<file path="config.mk">
export PLATFORM = sky130hd
export DESIGN_NAME = prga
export DESIGN_NICKNAME = d
export VERILOG_FILES = /design/src/rtl/prga.sv
export SDC_FILE = /design/constraint.sdc
export NUM_CORES = 1
export LEC_CHECK = 0
export CORE_MARGIN = 2
export CORE_UTILIZATION = 35
export CTS_CLUSTER_DIAMETER = 30
export CTS_CLUSTER_SIZE = 8
export DETAILED_ROUTE_END_ITERATION = 10
export PLACE_DENSITY = 0.56
export SLEW_MARGIN = 30
export SYNTH_ARGS = -nofsm -noshare
export SYNTH_HDL_FRONTEND = slang
export SYNTH_SLANG_ARGS = --single-unit
</file>
<file path="constraint.sdc">
create_clock -name clk -period 6.75 [get_ports clk]
set_input_delay 0.675 -clock clk [delete_from_list [all_inputs] [get_ports clk]]
set_output_delay 0.675 -clock clk [all_outputs]
set_load 0.02 [all_outputs]
</file>
<file path="src/rtl/prga.sv">
// RC4 pseudo-random generation stage: walks a length-prefixed ciphertext memory,
// advances i/j, swaps S entries and writes decrypted bytes to plaintext memory.
module prga (
  input  logic       clk,
  input  logic       rst_n,
  input  logic       en,
  output logic       rdy,
  output logic [7:0] s_addr,
  input  logic [7:0] s_rddata,
  output logic [7:0] s_wrdata,
  output logic       s_wren,
  output logic [7:0] ct_addr,
  input  logic [7:0] ct_rddata,
  output logic [7:0] pt_addr,
  output logic [7:0] pt_wrdata,
  output logic       pt_wren
);

  typedef enum logic [3:0] {
    IDLE, RD_LEN, GET_LEN, RD_SI, GET_SI, RD_SJ, GET_SJ, WR_SI, WR_SJ, RD_PAD, WR_PT
  } state_t;

  state_t     r_state;
  logic       r_rdy;
  logic [7:0] r_i, r_j, r_k, r_si, r_sj, r_len;
  logic [7:0] r_s_addr, r_s_wrdata, r_ct_addr, r_pt_addr;
  logic       r_s_wren, r_pt_wren;
  logic [7:0] w_pt_wrdata;

  // Outputs are registered one state ahead so they are valid during the named state.
  always_ff @(posedge clk or negedge rst_n) begin
    if (!rst_n) begin
      r_state    <= IDLE;
      r_rdy      <= 1'b1;
      r_i        <= '0;
      r_j        <= '0;
      r_k        <= '0;
      r_si       <= '0;
      r_sj       <= '0;
      r_len      <= '0;
      r_s_addr   <= '0;
      r_s_wrdata <= '0;
      r_s_wren   <= 1'b0;
      r_ct_addr  <= '0;
      r_pt_addr  <= '0;
      r_pt_wren  <= 1'b0;
    end else begin
      case (r_state)
        IDLE: begin
          if (en) begin
            r_i       <= '0;
            r_j       <= '0;
            r_k       <= 8'd1;
            r_ct_addr <= '0;
            r_rdy     <= 1'b0;
            r_state   <= RD_LEN;
          end
        end
        RD_LEN: begin
          r_pt_addr <= '0;
          r_pt_wren <= 1'b1;
          r_state   <= GET_LEN;
        end
        GET_LEN: begin
          r_len     <= ct_rddata;
          r_pt_wren <= 1'b0;
          if (ct_rddata != 8'd0) begin
            r_s_addr  <= r_i + 8'd1;
            r_ct_addr <= r_k;
            r_state   <= RD_SI;
          end else begin
            r_rdy   <= 1'b1;
            r_state <= IDLE;
          end
        end
        RD_SI: begin
          r_i     <= r_i + 8'd1;
          r_state <= GET_SI;
        end
        GET_SI: begin
          r_si     <= s_rddata;
          r_j      <= r_j + s_rddata;
          r_s_addr <= r_j + s_rddata;
          r_state  <= RD_SJ;
        end
        RD_SJ: r_state <= GET_SJ;
        GET_SJ: begin
          r_sj       <= s_rddata;
          r_s_addr   <= r_i;
          r_s_wrdata <= s_rddata;
          r_s_wren   <= 1'b1;
          r_state    <= WR_SI;
        end
        WR_SI: begin
          r_s_addr   <= r_j;
          r_s_wrdata <= r_si;
          r_state    <= WR_SJ;
        end
        WR_SJ: begin
          r_s_wren <= 1'b0;
          r_s_addr <= r_si + r_sj;
          r_state  <= RD_PAD;
        end
        RD_PAD: begin
          r_pt_addr <= r_k;
          r_pt_wren <= 1'b1;
          r_state   <= WR_PT;
        end
        WR_PT: begin
          r_pt_wren <= 1'b0;
          if (r_k == r_len) begin
            r_rdy   <= 1'b1;
            r_state <= IDLE;
          end else begin
            r_k       <= r_k + 8'd1;
            r_ct_addr <= r_k + 8'd1;
            r_s_addr  <= r_i + 8'd1;
            r_state   <= RD_SI;
          end
        end
        default: r_state <= IDLE;
      endcase
    end
  end

  // Write data depends on memory read data arriving this cycle, so it cannot be registered.
  always_comb begin
    w_pt_wrdata = '0;
    if (r_state == GET_LEN)
      w_pt_wrdata = ct_rddata;
    else if (r_state == WR_PT)
      w_pt_wrdata = s_rddata ^ ct_rddata;
  end

  assign rdy       = r_rdy;
  assign s_addr    = r_s_addr;
  assign s_wrdata  = r_s_wrdata;
  assign s_wren    = r_s_wren;
  assign ct_addr   = r_ct_addr;
  assign pt_addr   = r_pt_addr;
  assign pt_wrdata = w_pt_wrdata;
  assign pt_wren   = r_pt_wren;

endmodule

</file>
==> metrics.csv <==
metric,value,unit
worst-path fanout max,32,
Power Dens Cells,482,mW/mm^2
DRT iter0 DRCs,221,
actual transition at the worst max-transition pin,0.901,ns
drt drc,0,
initial antenna violation count,0,
Root Buffer,clkbuf_16,
H-Tree Depth,3,
Max Cap Viol,0,
library cells used by synthesis,62,
asr flop ratio synth,1.00,
post-route setup TNS,0,ns
die footprint,0.0155,sq mm
Cell Int Power,0.00171,W
Slew headroom,0.396,
I/O pin total,62,
"Net Count, Synth",574,
Post-Syn Area,0.00508,sq mm
Detail Route Antenna Nets,0,
nature of the critical path startpoint,flop,
largest net degree at the start of global routing,53,
die width,124,microns
CP required,6.07,ns
Final Max Tran Viols,0,
total track usage,0.174,
register area share after synthesis,0.429,
critical path class,reg2out,
Critical Path Sink Type,output port,
Clock Latency Late Sink,0.35,ns
PostCTS Resize Cnt,0,
number of diodes,0,
"flops & latches, synth",87,
Final Hold Viols,0,
Detailed Route WL,12.9,mm
Worst Skew,0.00746,ns
Final HPWL DP,9.35,mm
Finish-stage setup viols,0,
status,"complete, no violations",
share of layout cells above drive strength 1,0.110,
fin crit period,3.34,ns
FMAX,299,MHz
Post-synth EDFFs,0,
Vias,4066,
fin nets,624,
Die Y,124,microns
Sink Count,87,
gr ovfl total,0,
Sw Ratio,0.425,
FF+latch area,0.00218,sq mm
global-route wire length before repair,21.7,mm
worst hold path type,in2async,
Clock Tree Buf Depth,2,
Multi-input gate area,0.00274,sq mm
DR WL/cell,16.6,microns
CP Data Arrival Time,2.67,ns
dpl ws,3.54,ns
Starting Density,0.354,
net switching power,0.00126,W
r2r startpoint,r_state[0],
RSZ-0062 raised after global routing,no,
Synth warnings,0,
CTS tree,yes,
drt pass-1 iters,4,
Total Power,0.00297,W
worst r2r path cells,6,
cts bufs inserted,9,
Pleak,2.64,nW
Clock transition at path regs,0.06,ns
Final GP Congestion,0.817,
Avg Inst Size Synth,9.46,sq um
VDD IR max,192,uV
P&R area growth vs syn,21.1,%
clock share of power,0.183,
sequential power share,0.298,
Final period util,0.495,
hold buffer count at CTS,0,
reg-to-reg setup timing slack,4.17,ns
Std-Cell Rows,44,
Port Buffers,61,
Via density,5.24,
Synth Instances,537,
"Top FF cell, synth",dfrtp_1,
# fillers,1390,
Comb power frac,0.519,
RR Endpoint,ct_addr[6],
setup ws final,3.41,ns
core region area,0.0144,sq mm
vias in the first global route,4110,
Post-CTS Setup Bufs,0,
[through the flow]
stage | hold slack, ns | cell area, sq um | util | instances
4_1_cts | 0.282 | 6150 | 0.428 | 776
3_3_place_gp | 0.462 | 5830 | 0.406 | 760
3_5_place_dp | 0.471 | 5830 | 0.406 | 760
6_report | 0.272 | 6150 | 0.428 | 776
2_1_floorplan | 0.379 | 5080 | - | 537
5_1_grt | 0.305 | 6150 | 0.428 | 776
[power by group through the flow]
stage	Combinational [W]	Sequential, W	Clock, W
2_1_floorplan	0.00108	0.000909	0
3_3_place_gp	0.00153	0.000886	0
3_5_place_dp	0.00155	0.000892	0
4_1_cts	0.00156	0.000884	0.000557
5_1_grt	0.00170	0.000914	0.000578
6_report	0.00154	0.000884	0.000545
[worst max path at each step]
stage,start,end,slack (ns),cells after the start
finish,r_state[0],pt_wrdata[0],3.41,5
global route,r_state[1],pt_wrdata[0],3.20,4
CTS,r_state[0],pt_wrdata[0],3.37,5
detailed placement,s_rddata[0],s_addr[6],3.54,8
global placement,s_rddata[0],s_addr[6],3.61,8
floorplan,s_rddata[0],s_addr[6],4.35,7
[cell type report]
cell class / count / area share
repair buffers: 66 / 0.105
flip-flops and latches: 87 / 0.354
well taps: 184 / 0.0374
clock inverters: 5 / 0.0132
clock buffers: 11 / 0.0394
inverters: 10 / 0.00610
multi-input cells: 413 / 0.445
[cell usage after synthesis, drive strengths merged (2+ instances only)]
master / n / area share
nand2: 96 / 0.072
dfrtp: 86 / 0.42
nor2: 50 / 0.040
o21ai: 50 / 0.049
mux2: 25 / 0.061
xnor2: 20 / 0.037
nand3: 19 / 0.019
xor2: 18 / 0.031
a21oi: 17 / 0.017
buf: 16 / 0.018
ha: 16 / 0.039
clkbuf: 11 / 0.0081
mux2i: 11 / 0.022
inv: 10 / 0.0074
nand2b: 8 / 0.0099
o31ai: 8 / 0.016
a21o: 7 / 0.010
and3: 7 / 0.0086
nor3: 6 / 0.0079
a22o: 5 / 0.0086
o22ai: 5 / 0.0062
a211oi: 4 / 0.0059
a31oi: 4 / 0.0049
nor4: 4 / 0.0091
o21a: 4 / 0.0059
a22oi: 3 / 0.0044
and2: 3 / 0.0037
nor2b: 3 / 0.0037
a311oi: 2 / 0.0069
fa: 2 / 0.0079
nand4: 2 / 0.0054
o21bai: 2 / 0.0030
[worst max-delay path, stage by stage (launching register included)]
cell and delay [ns]:
dfrtp_1 0.36, buf_4 0.26, nand2b_1 0.28, nand2b_1 0.54
nor2_1 0.24, clkdlybuf4s50_1 0.62
[registers in the layout, summed over array words and instances, names as in the netlist]
register	count
ct_addr	8
pt_addr	8
pt_wren	1
r_i	8
r_j	8
r_k	8
r_len	8
r_si	8
r_sj	8
r_state	4
rdy	1
s_addr	8
s_wrdata	8
s_wren	1
[routing by layer]
layer  GRT usage  wire length [microns]
met5           0                      0
met3      0.0434                    487
met2       0.296                   6450
met4      0.0469                    163
met1       0.222                   5790
[cells by family (layout without fill, tap and decap cells)]
logic type	count (synthesis)	after routing	synth area share
flip-flops	87	87	0.429
AND/OR/NAND/NOR	201	201	0.183
XOR/XNOR	38	38	0.0685
AO/OA/AOI/OAI	120	120	0.155
adder cells (fa/ha/maj)	18	18	0.0473
multiplexers	36	36	0.0830
buffers and inverters	37	92	0.0337
[layout by cell type, fill, tap and decap left out, drive strengths merged, types with 2 or more instances in the layout]
cell / instances
o22ai: 5
nand4: 2
o21ai: 50
and2: 3
buf: 6
and3: 7
clkbuf: 11
nor3: 6
clkdlybuf4s50: 60
o21a: 4
a22o: 5
nand2: 96
a311oi: 2
a21o: 7
o21bai: 2
xnor2: 20
inv: 10
mux2: 25
bufinv: 2
ha: 16
clkinv: 2
a21oi: 17
nand2b: 8
a211oi: 4
mux2i: 11
dfrtp: 86
xor2: 18
fa: 2
a31oi: 4
nor2b: 3
a22oi: 3
o31ai: 8
nand3: 19
nor2: 50
nor4: 4
Power figures use the tool's default switching activity.
